$ cat src/rtl/sub_serial_8bits_pkg.sv
`default_nettype none
// ============================================================================
// Module      : sub_pkg
// Description : Shared definitions for the bit-serial subtractor: default
//               operand width, controller state encoding and the helper that
//               sizes the bit counter.
// Revision    : 1.0 - initial release
// ============================================================================
package sub_pkg;

    // Default operand / result width in bits.
    localparam int c_DEFAULT_WIDTH = 8;

    // Controller states, explicitly two bits wide.
    typedef enum logic [1:0] {
        IDLE = 2'b00,
        RUN  = 2'b01,
        DONE = 2'b10
    } state_t;

    // Bit-counter width: enough to count 0 .. w-1 (never narrower than 1 bit).
    function automatic int cnt_width(input int w);
        return (w <= 2) ? 1 : $clog2(w);
    endfunction

endpackage
`default_nettype wire

$ cat src/rtl/sub_serial_8bits_bit_cell.sv
`default_nettype none
// ============================================================================
// Module      : sub_bit_cell
// Description : Combinational 1-bit full subtractor, d = a - b - bin.
//               Borrow-side twin of the 1-bit adder cell.
// Revision    : 1.0 - initial release
// ============================================================================
module sub_bit_cell (
    input  logic a,
    input  logic b,
    input  logic bin,
    output logic d,
    output logic bout
);

    // Difference bit and borrow generated/propagated by this position.
    always_comb begin
        d    = a ^ b ^ bin;
        bout = (~a & b) | (~(a ^ b) & bin);
    end

endmodule
`default_nettype wire

$ cat src/rtl/sub_serial_8bits.sv
`default_nettype none
// ============================================================================
// Module      : sub_serial_8bits
// Description : Bit-serial subtractor computing D = A - B - Bin over WIDTH
//               clock cycles, LSB first, using a single full-subtractor cell
//               and a registered borrow. Start/Busy/Done handshake.
//               Optional macro SIGNED_OVF_EN adds the Ovf output (signed
//               two's-complement overflow of the subtraction).
// Revision    : 1.0 - initial release
// ============================================================================
module sub_serial_8bits
    import sub_pkg::*;
#(
    parameter int WIDTH = c_DEFAULT_WIDTH
) (
    input  logic             Clk,
    input  logic             Rst,
    input  logic             Start,
    input  logic [WIDTH-1:0] A,
    input  logic [WIDTH-1:0] B,
    input  logic             Bin,
    output logic             Busy,
    output logic             Done,
    output logic [WIDTH-1:0] D,
    output logic             Bout,
    output logic             Zero,
    output logic             Less
`ifdef SIGNED_OVF_EN
    ,
    output logic             Ovf
`endif
);

    localparam int              c_CW   = cnt_width(WIDTH);
    localparam logic [c_CW-1:0] c_LAST = c_CW'(WIDTH - 1);
    localparam logic [c_CW-1:0] c_ONE  = c_CW'(1);

    state_t           r_state;
    state_t           w_next_state;

    logic [WIDTH-1:0] r_a;
    logic [WIDTH-1:0] r_b;
    logic [WIDTH-1:0] r_res;
    logic             r_br;
    logic [c_CW-1:0]  r_cnt;

    logic             w_accept;
    logic             w_last;
    logic             w_d;
    logic             w_bout;
    logic [WIDTH-1:0] w_res_next;

    // A request is honoured whenever no subtraction is running (IDLE or DONE).
    assign w_accept   = (r_state != RUN) && Start;
    // Final bit position of the running subtraction.
    assign w_last     = (r_state == RUN) && (r_cnt == c_LAST);
    // Result register after shifting in this cycle's difference bit at the MSB.
    assign w_res_next = {w_d, r_res[WIDTH-1:1]};

    sub_bit_cell u_cell (
        .a    (r_a[0]),
        .b    (r_b[0]),
        .bin  (r_br),
        .d    (w_d),
        .bout (w_bout)
    );

    // State register.
    always_ff @(posedge Clk or posedge Rst) begin
        if (Rst) begin
            r_state <= IDLE;
        end else begin
            r_state <= w_next_state;
        end
    end

    // Next-state logic; DONE re-enters RUN directly for back-to-back requests.
    always_comb begin
        w_next_state = r_state;
        case (r_state)
            IDLE:    if (Start) w_next_state = RUN;
            RUN:     if (w_last) w_next_state = DONE;
            DONE:    w_next_state = Start ? RUN : IDLE;
            default: w_next_state = IDLE;
        endcase
    end

    // Handshake outputs decoded from the current state.
    always_comb begin
        Busy = (r_state == RUN);
        Done = (r_state == DONE);
    end

    // Serial datapath: latch operands on accept, then shift one bit per cycle.
    always_ff @(posedge Clk or posedge Rst) begin
        if (Rst) begin
            r_a   <= '0;
            r_b   <= '0;
            r_res <= '0;
            r_br  <= 1'b0;
            r_cnt <= '0;
        end else if (w_accept) begin
            r_a   <= A;
            r_b   <= B;
            r_res <= '0;
            r_br  <= Bin;
            r_cnt <= '0;
        end else if (r_state == RUN) begin
            r_a   <= r_a >> 1;
            r_b   <= r_b >> 1;
            r_res <= w_res_next;
            r_br  <= w_bout;
            r_cnt <= r_cnt + c_ONE;
        end
    end

    // Visible result is only committed on the last bit, so it never shows
    // a partially shifted value.
    always_ff @(posedge Clk or posedge Rst) begin
        if (Rst) begin
            D    <= '0;
            Bout <= 1'b0;
            Zero <= 1'b0;
            Less <= 1'b0;
        end else if (w_last) begin
            D    <= w_res_next;
            Bout <= w_bout;
            Zero <= (w_res_next == '0);
            Less <= w_bout;
        end
    end

`ifdef SIGNED_OVF_EN
    logic r_amsb;
    logic r_bmsb;

    // Operand sign bits are kept aside because the shift registers lose them.
    always_ff @(posedge Clk or posedge Rst) begin
        if (Rst) begin
            r_amsb <= 1'b0;
            r_bmsb <= 1'b0;
        end else if (w_accept) begin
            r_amsb <= A[WIDTH-1];
            r_bmsb <= B[WIDTH-1];
        end
    end

    // Signed overflow: operand signs differ and the result sign differs from A.
    always_ff @(posedge Clk or posedge Rst) begin
        if (Rst) begin
            Ovf <= 1'b0;
        end else if (w_last) begin
            Ovf <= (r_amsb ^ r_bmsb) & (r_amsb ^ w_d);
        end
    end
`endif

endmodule
`default_nettype wire

$ cat config.mk
export PLATFORM = sky130hd
export DESIGN_NAME = sub_serial_8bits
export DESIGN_NICKNAME = d
export VERILOG_FILES = /design/src/rtl/sub_serial_8bits_pkg.sv /design/src/rtl/sub_serial_8bits_bit_cell.sv /design/src/rtl/sub_serial_8bits.sv
export SDC_FILE = /design/constraint.sdc
export NUM_CORES = 1
export LEC_CHECK = 0
export BUFFER_PORTS_ARGS = -buffer_cell sky130_fd_sc_hd__buf_2
export CORE_MARGIN = 4
export CORE_UTILIZATION = 32
export CTS_CLUSTER_DIAMETER = 200
export DETAILED_ROUTE_END_ITERATION = 7
export GPL_TIMING_DRIVEN = 0
export PLACE_DENSITY = 0.47
export SLEW_MARGIN = 25
export SYNTH_ARGS = -nofsm -noshare
export SYNTH_HDL_FRONTEND = slang
export SYNTH_SLANG_ARGS = --single-unit
$ cat constraint.sdc
create_clock -name Clk -period 2 [get_ports Clk]
set_clock_uncertainty 0.15 [all_clocks]
set_input_delay 0.4 -clock Clk [delete_from_list [all_inputs] [get_ports Clk]]
set_output_delay 0.4 -clock Clk [all_outputs]
set_load 0.005 [all_outputs]
Word-level counts from Yosys, hierarchy flattened
Cells that the tools add are included.

Latch bits: 0. Logic and storage cells: 43. Output and inout bits: 13. Memories: 0. Bits in registers: 40. Input bits: 20. Bits in read-only memories: 0. RAM bits: 0.

Magnitude comparators: 0. Shift-type cells: 0. Equality and inequality tests: 6. Muxes and demuxes: 14. Div/mod/pow operators: 0. Bitwise gates (word level): 7. $mul: 0. Add/subtract/negate cells: 1. Reduce and logical (&&, ||, !) cells: 6.

Operators by type and width (number): $mux W8 (6); $logic_not A8 Y1 (1); $mux W3 (2); $pmux W2 S3 (1); $mux W2 (2); $ne A2 B1 Y1 const B (2); $add A3 B1 Y3 const B (1); $eq A3 B3 Y1 const B (1); $mux W1 (3); $and A1 B1 Y1 (2); $eq A2 B1 Y1 const B (1); $eq A2 B2 Y1 const B (1); $logic_and A1 B1 Y1 (2); $logic_not A2 Y1 (1); $ne A2 B2 Y1 const B (1); $not A1 Y1 (2); $reduce_and A2 Y1 (1); $reduce_bool A2 Y1 (1); $xor A1 B1 Y1 (2); $or A1 B1 Y1 (1).

Depth between registers and ports, before layout
Gate-level depths: netlist of the first run.

Depth after elaboration: 6. Mapped depth: 6. Depth with buffers taken out: 5.

By module
A second synthesis of the first run with hierarchy kept.

Cells, all modules: 155. Area total of the unflattened synthesis: 1721.7 µm².

Modules (own cells, without submodules): sub_serial_8bits (times used 1, sequential area each 975.9 µm², area an instance 1690.4 µm², cells each 151); sub_bit_cell (times used 1, sequential area each 0.0 µm², area an instance 31.3 µm², cells each 4).

Worst setup path before layout of the first run
Ideal clock, no wire load.

Path kind: reg-to-reg. From: reg r_cnt[0]. To: reg D[0]. Clock period less this slack: 1.660 ns. Path buffers: 1. Arrival time: 1.385 ns. Stages on the path, launching flop included: 6. Setup time: 0.125 ns. Slack: 0.340 ns. Required time: 1.725 ns. Cell sequence: dfrtp_1 > ha_1 > ha_1 > nand3b_1 > buf_4 > mux2_4.

Cells in the longest elaborated chain, start to end: 2.

RTL lines: start, declared (line sub_serial_8bits.sv:45) `logic [c_CW-1:0] r_cnt;`; start signal, assigned (line sub_serial_8bits.sv:113) `r_cnt <= r_cnt + c_ONE;`; $eq A3 B3 Y1 (line sub_serial_8bits.sv:56) `assign w_last = (r_state == RUN) && (r_cnt == c_LAST);`; $logic_and A1 B1 Y1 (line sub_serial_8bits.sv:56); end signal, assigned (line sub_serial_8bits.sv:126) `D <= w_res_next;`; end, declared (line sub_serial_8bits.sv:24) `output logic [WIDTH-1:0] D,`.

Every way passes these cells. A chain may end at the register's enable or synchronous reset.

Final worst setup path of the first run
From: reg r_state[1]. To: out Busy.

Cells in the longest elaborated chain, start to end: 1.

RTL lines: start, declared (line sub_serial_8bits.sv:38) `state_t r_state;`; start signal, assigned (line sub_serial_8bits.sv:73) `r_state <= w_next_state;`; $eq A2 B1 Y1 (line sub_serial_8bits.sv:90) `Busy = (r_state == RUN);`; end, declared (line sub_serial_8bits.sv:22) `output logic Busy,`.

Every way passes these cells.

==> impl_metrics.tcl, run 1 <==
set metrics [dict create \
    status "completed" \
    cp_max_fo 10 \
    hold_path_class "in2reg" \
    rr_endpoint "D[1]" \
    ios 33 \
    fin_nets 218 \
    cts-root-buf "clkbuf_8" \
    fmax_ghz 0.532 \
    cts_tree "built" \
    slew_viol_final 0 \
    async_flop_share_pct 100 \
    end_kind "output pin" \
    synth_top_area_share_pct 57.3 \
    cts_setup_buffers 0 \
    crit_cells 4 \
    yosys.area_share.simple_pct 10.6 \
    start_util_pct 33.2 \
    period_needed_ns 1.88 \
    holdWs_ns 0.213 \
    hpwl_um 2500 \
    grt_max_degree 25 \
    die_h_um 81.0 \
    synthXorXnorAreaFrac_pct 0 \
    r2r_start "r_cnt[0]" \
    finalSetupTns_ns 0 \
    drc 0 \
    wl_met1_um 1620 \
    peakVddDrop_mv 0.498 \
    clock_latency_ns 0.29 \
    start_kind "flop" \
    vias_per_cell 4.48 \
    holdPathEnd "r_b[7]" \
    drive_gt1_share_pct 31.1 \
    powerDensity_mw_per_mm2 1420 \
    finalSetupViolCount 0 \
    rsz0062_at_grt "no" \
    overflow 0 \
    cp.required_ns 1.45 \
    synth_top_family_by_area "multiplexers" \
    ff2ff_path_depth 5 \
    wl_per_cell_um 12.8 \
    place_congestion 0.731 \
    synth.mux.area_fraction_pct 15.8 \
    syn_nets 178 \
    slew_headroom_pct 75.7 \
    post-synth-top-area-cell "dfrtp_1" \
    yosysUniqueCellTypes 22 \
    critical_path_buf_inv_count 3 \
    syn_area_per_cell_um2 11.0 \
    grt_pass1_vias 1211 \
    ant_nets 0 \
    grt_pass1_wl_um 5730 \
    synth_compound_area_share_pct 8.88 \
    wirelength_um 3410 \
    worstPathArrival_ns 1.33 \
    fp.dieArea_mm2 0.00656 \
    synthAdderAreaFrac_pct 2.64 \
    reg2reg_slack_ns 0.22 \
    antenna_found_initial 0 \
    areaGrowthSynthToFinish_pct 22.9 \
    yosysWarnings 0 \
    route.met2.wl_um 1610 \
    clk_pin_slew_ns 0.07 \
    cts_inserted_buffers 5 \
    diodes 0 \
    yosys_register_bits 39 \
    crit_type "reg2out" \
    rows 26 \
    min_period_over_period_pct 94.0 \
    ys_seq_area_share_pct 57.3 \
    cts_buffer_depth 2 \
    htree_num_levels 2 \
    num_vias 1193 \
    port_buffers 31 \
    drtPass1Iterations 4 \
    wl_met3_um 159 \
    synth_area_leaders "dfrtp_1 57%, mux2i_1 9.4%, nand2_1 7.9%, o21ai_0 7.3%, mux2_4 4.4%" \
    fillers 531 \
    netlist_area_mm2 0.00170 \
    hold_start "B[7]" \
    grt.total_usage_pct 11.3 \
    hold_depth 3 \
    core_region_area_mm2 0.00514 \
    syn_inst 155 \
    routed.top_layer "met4" \
    slowest_stage "dfrtp_1" \
    hold_viol_final 0 \
    cpPeakStageDelay_ns 0.38 \
    synth_edf_count 0 \
    path_delay_family "buffers and inverters" \
    leakagePower_nw 1.06 \
    cts.sinks 39 \
    dieWidth_um 81.0 \
    maxCapViolCount 0 \
    first_iter_violations 63 \
    worst_pin_slew_ns 0.364 \
    path_cells "nand2b_2 -> inv_2 -> clkbuf_4 -> buf_2" \
    synth_ff_type "dfrtp_1" \
]
layout make-up:
class,count,area (um2),share of cell area [%]
plain buffers,10,62.6,2.99
repair buffers,33,185,8.84
clock buffers,5,68.8,3.29
multi-input cells,100,648,30.9
inverters,6,22.5,1.08
clock inverters,3,43.8,2.09
flip-flops and latches,39,976,46.6
well taps,70,87.6,4.18
kinds of logic (layout without fill, tap and decap cells):
group,Yosys count,after routing
multiplexers,24,24
buffers and inverters,16,57
AND/OR/NAND/NOR,44,44
AO/OA/AOI/OAI,29,29
adder cells (fa/ha/maj),3,3
flip-flops,39,39
Yosys cell counts (3+ instances only):
cell type and number:
mux2_2 3, o21ai_0 25, mux2_4 5, dfrtp_1 39, inv_1 6, mux2i_1 16
buf_2 4, nand2_1 36, buf_4 4
routing by layer:
metal | global-route usage [%] | vias up
met1 | 14.7 | 566
met2 | 18.1 | 28
met4 | 3.55 | 0
met3 | 3.33 | 2
li1 | - | 597
met5 | 0 | -
cell usage in the layout, fill, tap and decap left out, types with 2 or more instances in the layout:
cell | Yosys | layout
dfrtp_1 | 39 | 39
nand2_1 | 36 | 36
buf_2 | 4 | 34
o21ai_0 | 25 | 25
mux2i_1 | 16 | 16
mux2_4 | 5 | 5
clkbuf_8 | 0 | 5
buf_4 | 4 | 4
inv_1 | 6 | 4
mux2_2 | 3 | 3
inv_2 | 0 | 2
clkbuf_2 | 2 | 2
nor4_1 | 2 | 2
nor2_1 | 2 | 2
ha_1 | 2 | 2
repair_timing:
item	in CTS	in global routing
gates resized for setup	0	3
endpoints found under the setup margin	0	1
hold buffers	1	0
endpoints found under the hold margin	15	0
worst min-delay path, delay by kind of cell:
kind / cells / cell delay (ns)
muxes: 1 / 0.05
buffers and inverters: 1 / 0.08
and+or+nand+nor: 1 / 0.07
how the worst max path moves through the flow:
stage / end / from / slack [ns]
final: Busy / r_state[1] / 0.12
after floorplan: D[0] / r_cnt[0] / 0.34
after global placement: D[7] / Rst / 0.03
after CTS: Busy / r_state[1] / 0.008
after detailed placement: D[0] / r_cnt[0] / 0.22
after global routing: Busy / r_state[1] / 0.04
sequential cells by signal, summed over array words and instances (netlist names):
register	cells
D	8
r_a	8
r_b	8
r_res	7
r_cnt	3
r_state	2
Less	1
Zero	1
r_br	1
through the flow:
stage          setup WS [ns]  utilization, %  cell area, um2  power (W)  instances
2_1_floorplan          0.340               -            1700    0.00199        155
3_3_place_gp          0.0269            37.9            1950    0.00232        256
3_5_place_dp           0.220            38.3            1970    0.00236        257
4_1_cts              0.00771            40.7            2090    0.00302        266
5_1_grt               0.0355            40.7            2090    0.00324        266
6_report               0.120            40.7            2090    0.00298        266
power breakdown:
part	switching (W)	internal, W
Clock	0.000276	0.000371
Sequential	0.000210	0.00112
Combinational	0.000521	0.000478
(Power assumes the default switching activity.)
==> run 2, diff against run 1 <==
--- a/config.mk
+++ b/config.mk
@@ -5,7 +5,7 @@
 export SDC_FILE = /design/constraint.sdc
 export NUM_CORES = 1
 export LEC_CHECK = 0
-export BUFFER_PORTS_ARGS = -buffer_cell sky130_fd_sc_hd__buf_2
+export BUFFER_PORTS_ARGS = -buffer_cell sky130_fd_sc_hd__clkbuf_2
 export CORE_MARGIN = 4
 export CORE_UTILIZATION = 32
 export CTS_CLUSTER_DIAMETER = 200
@@ -16,3 +16,4 @@
 export SYNTH_ARGS = -nofsm -noshare
 export SYNTH_HDL_FRONTEND = slang
 export SYNTH_SLANG_ARGS = --single-unit
+export TNS_END_PERCENT = 10
==> impl_metrics.tcl, run 2 (synthesis gave the netlist of run 1 again) <==
set metrics [dict create \
    r2r_start "r_cnt[0]" \
    wirelength_um 3410 \
    slew_viol_final 0 \
    grt_max_degree 25 \
    status "completed" \
    drive_gt1_share_pct 31.1 \
    overflow 0 \
    cts-root-buf "clkbuf_8" \
    maxCapViolCount 0 \
    cp_max_fo 10 \
    final_common_cell "dfrtp_1" \
    p_int_w 0.00201 \
    vias_per_cell 4.62 \
    cp.required_ns 1.45 \
    cts_tree "built" \
    rsz0062_at_grt "no" \
    port_buffers 31 \
    fin_nets 218 \
    drtPass1Iterations 4 \
    p_clk_share_pct 22.5 \
    clk_pin_slew_ns 0.07 \
    dieWidth_um 81.0 \
    place_area_mm2 0.00197 \
    areaGrowthSynthToFinish_pct 23.2 \
    grt.total_usage_pct 11.7 \
    total_power_w 0.00301 \
    hold_path_class "in2reg" \
    clock_latency_ns 0.29 \
    hold_start "B[7]" \
    cts.sinks 39 \
    first_iter_violations 82 \
    min_period_over_period_pct 93.9 \
    fmax_ghz 0.533 \
    worstPathArrival_ns 1.33 \
    final_cell_mix "39 x dfrtp_1, 36 x nand2_1, 33 x clkbuf_2" \
    grt_pass1_vias 1240 \
    rows 26 \
    diodes 0 \
    num_vias 1228 \
    top_regs "D x8, r_a x8, r_b x8" \
    htree_num_levels 2 \
    cts_buffer_depth 2 \
    crit_start "r_state[1]" \
    wl_per_cell_um 12.8 \
    hold_viol_final 0 \
    sequentialPowerShare_pct 44.3 \
    core_region_area_mm2 0.00514 \
    cts_setup_buffers 0 \
    peakVddDrop_mv 0.564 \
    finalSetupTns_ns 0 \
    final_util_pct 40.8 \
    start_kind "flop" \
    finalSetupViolCount 0 \
    cts_inserted_buffers 5 \
    grt_pass1_wl_um 5870 \
    crit_type "reg2out" \
    antenna_found_initial 0 \
    hpwl_um 2510 \
    leakagePower_nw 1.07 \
    period_needed_ns 1.88 \
    slew_headroom_pct 75.4 \
    final_area_mm2 0.00210 \
    place_congestion 0.724 \
    end_kind "output pin" \
    power_frac_comb_pct 33.2 \
    powerDensity_mw_per_mm2 1430 \
    switching_share_pct 33.4 \
    start_util_pct 33.2 \
    ant_nets 0 \
    worst_pin_slew_ns 0.369 \
    ios 33 \
    drc 0 \
    p_sw_w 0.00101 \
    fp.dieArea_mm2 0.00656 \
    die_h_um 81.0 \
]
-- run 2: cell types whose count changed in the layout (fill, tap and decap cells not counted) --
cell and change:
buf_2 -31, clkbuf_2 +31, clkbuf_8 +1, clkinv_4 -1
-- run 2: final cells by class --
cell class	instances	area [um2]
multi-input cells	100	648
repair buffers	33	185
inverters	6	22.5
plain buffers	10	62.6
flip-flops and latches	39	976
clock buffers	6	82.6
fillers	538	3040
well taps	70	87.6
clock inverters	2	35.0
-- run 2: metrics by stage --
step                      hold slack (ns)  instances  setup slack, ns
after floorplan                     0.299        155            0.340
after global placement              0.309        256           0.0409
after detailed placement            0.229        257            0.219
after CTS                           0.218        266           0.0189
after global routing                0.223        266           0.0416
final                               0.231        266            0.123
-- run 2: critical path, cell delays in order (launching register included) --
cell and delay, ns:
dfrtp_1 0.38, nand2b_2 0.22, inv_2 0.09, clkbuf_4 0.21
clkbuf_2 0.14
-- run 2: what timing repair did --
| action | CTS | global route |
|---|---|---|
| endpoints found under the hold margin | 15 | 0 |
| hold buffers | 1 | 0 |
| endpoints found under the setup margin | 0 | 1 |
| gates resized for setup | 0 | 3 |
-- run 2: metal layers --
layer | GRT usage (%) | routed length, um | part of all wire [%]
met1 | 15.0 | 1600 | 47
met2 | 18.5 | 1620 | 48
met3 | 3.66 | 134 | 3.9
met4 | 4.56 | 55 | 1.6
met5 | 0 | 0 | 0
-- run 2: worst paths after layout --
| path | end | cells after the start | slack, ns |
|---|---|---|---|
| worst max-delay path | Busy | 4 | 0.12 |
| worst min-delay path | r_b[7] | 3 | 0.23 |
| worst max register to register | D[1] | 5 | 0.22 |
| worst min register to register | r_b[3] | 2 | 0.33 |
| max in group asynchronous | r_state[1] | 4 | 0.78 |
| min in group asynchronous | r_res[2] | 3 | 0.46 |
-- run 2: power by group through the flow --
stage	Sequential, W	Combinational [W]	Clock [W]
2_1_floorplan	0.00131	0.000684	0
6_report	0.00133	0.00100	0.000678
4_1_cts	0.00134	0.00102	0.000698
3_3_place_gp	0.00134	0.000982	0
5_1_grt	0.00139	0.00115	0.000725
3_5_place_dp	0.00135	0.00101	0
==> run 3, diff against run 2 <==
--- a/config.mk
+++ b/config.mk
@@ -5,6 +5,7 @@
 export SDC_FILE = /design/constraint.sdc
 export NUM_CORES = 1
 export LEC_CHECK = 0
+export ABC_AREA = 1
 export BUFFER_PORTS_ARGS = -buffer_cell sky130_fd_sc_hd__clkbuf_2
 export CORE_MARGIN = 4
 export CORE_UTILIZATION = 32
==> impl_metrics.tcl, run 3 <==
set metrics [dict create \
    place_congestion 0.715 \
    port_buffers 32 \
    grtUsageMet1_pct 16.1 \
    holdWs_ns 0.169 \
    busiest_layer "met2" \
    ys_seq_area_share_pct 58.5 \
    status "completed" \
    slew_headroom_pct 71.2 \
    fillers 556 \
    finalNonFillerCells 294 \
    netlist_area_mm2 0.00167 \
    clk_pin_slew_ns 0.07 \
    powerDensity_mw_per_mm2 1460 \
    top_regs "D x8, r_a x8, r_b x8" \
    start_kind "flop" \
    drtPass1Iterations 4 \
    synth_common_cells "56 x nand2_1, 39 x dfrtp_1, 30 x nand3_1, 12 x inv_1, 9 x o21ai_1" \
    rsz0062_at_grt "no" \
    synth_area_leaders "dfrtp_1 59%, nand2_1 13%, nand3_1 9.0%, o22ai_1 3.0%, o21ai_1 2.7%" \
    cp_max_fo 10 \
    num_vias 1269 \
    die_h_um 80.2 \
    async_flop_share_pct 100 \
    yosysUniqueCellTypes 20 \
    areaGrowthSynthToFinish_pct 22.4 \
    cts.sinks 39 \
    synth_edf_count 0 \
    worst_pin_slew_ns 0.432 \
    ant_nets 0 \
    use_met3_pct 3.48 \
    wirelength_um 3460 \
    syn_inst 183 \
    yosysWarnings 0 \
    end_kind "output pin" \
    cts_buffer_depth 2 \
    cts_resized 0 \
    finalSetupViolCount 0 \
    hold_viol_final 0 \
    multi_input_area_um2 568 \
    worstPathArrival_ns 1.33 \
    first_iter_violations 40 \
    period_needed_ns 1.88 \
    drive_gt1_share_pct 25.9 \
    grt_pass1_vias 1364 \
    antenna_found_initial 0 \
    maxCapViolCount 0 \
    cpPeakStageDelay_ns 0.42 \
    cp.required_ns 1.45 \
    hpwl_um 2570 \
    wl_per_cell_um 11.8 \
    hold_path_class "in2reg" \
    cts_tree "built" \
    grt.total_usage_pct 12.5 \
    synth_top_area_share_pct 58.5 \
    synth_most_common_cell "nand2_1" \
    crit_type "reg2out" \
    syn_nets 206 \
    final_common_cell "nand2_1" \
    grt_max_degree 24 \
    diodes 0 \
    fp.dieArea_mm2 0.00643 \
    leakagePower_nw 1.06 \
    rows 26 \
    cts_inserted_buffers 5 \
    yosys_register_bits 39 \
    placed_cells 286 \
    path_cells "inv_2 -> nor2_2 -> buf_4 -> buf_6 -> clkbuf_2" \
    peakVddDrop_mv 0.505 \
    use_met2_pct 19.8 \
    final_cell_mix "56 x nand2_1, 39 x dfrtp_1, 32 x clkbuf_2" \
    overflow 0 \
    fin_nets 247 \
    core_region_area_mm2 0.00507 \
    start_util_pct 32.9 \
    syn_area_per_cell_um2 9.11 \
    dieWidth_um 80.2 \
    cts-root-buf "clkbuf_8" \
    synth_ff_type "dfrtp_1" \
    slew_viol_final 0 \
    min_period_over_period_pct 93.9 \
    vias_per_cell 4.32 \
    post-synth-top-area-cell "dfrtp_1" \
    ios 33 \
    fmax_ghz 0.532 \
    grt_pass1_wl_um 6200 \
    drc 0 \
    clock_latency_ns 0.28 \
    slowest_stage "dfrtp_1" \
    seq_area_um2 976 \
    htree_num_levels 2 \
]
==> run 3: cell count changes in the layout (fill, tap and decap cells not counted), moves of 3 or more <==
cell,change
o21ai_1,+8
mux2_2,-3
mux2i_1,-16
inv_1,+7
o22ai_1,+7
nor2_1,+5
nand2_1,+20
o21ai_0,-25
nand3_1,+29
mux2_4,-5
==> run 3: area by class of cell <==
cell class	instances	area share [%]
flip-flops and latches	39	47.8
multi-input cells	119	27.8
repair buffers	34	9.69
well taps	70	4.29
clock buffers	6	4.05
inverters	16	3.07
plain buffers	9	3.00
clock inverters	1	0.245
==> run 3: logic make-up after synthesis <==
group                    after synthesis  share of synthesized area [%]
AO/OA/AOI/OAI                         18                           6.00
adder cells (fa/ha/maj)                3                           2.70
buffers and inverters                 25                           7.43
flip-flops                            39                           58.5
AND/OR/NAND/NOR                       98                           25.4
==> run 3: worst max-delay path, delay by kind of cell (launching register included) <==
kind / cells / cell delay, ns
buffers and inverters: 4 / 0.53
and+or+nand+nor: 1 / 0.10
DFF: 1 / 0.42
==> run 3: where the power goes <==
part	switching, W	leakage (nW)	total [W]	internal (W)
sequential	0.000178	0.499	0.00130	0.00112
combinational	0.000653	0.514	0.00114	0.000490
clock	0.000257	0.0470	0.000528	0.000271
==> run 3: per-stage QoR <==
step	instance area (um2)	util, %	setup slack, ns	TNS, ns	total power, W
final	2040	40.2	0.121	0	0.00297
after global routing	2040	40.2	0.0289	0	0.00325
after CTS	2040	40.2	0.102	0	0.00303
after detailed placement	1940	38.3	0.425	0	0.00249
after global placement	1920	37.7	-0.0508	-1.91	0.00247
after floorplan	1670	-	0.561	0	0.00210
==> run 3: path summary, 6_finish.rpt <==
path                           to        from  cells past startpoint  slack, ns
max                          Busy  r_state[0]                      5       0.12
min                        r_a[7]        A[7]                      3       0.17
max reg2reg                  Zero      r_b[0]                      7       0.45
min reg2reg                r_a[7]      r_a[7]                      2       0.33
max in group asynchronous  r_a[5]         Rst                      4       0.75
min in group asynchronous  r_b[0]         Rst                      3       0.51
==> run 3: layer usage <==
layer	vias to the layer above	routed length, um
met2	29	1510
li1	669	-
met1	566	1720
met3	5	193
met4	0	46
met5	-	0
==> run 3: timing repair <==
action	in CTS	in global routing
hold buffers	1	0
hold endpoints to repair	16	0
buffers inserted	0	0
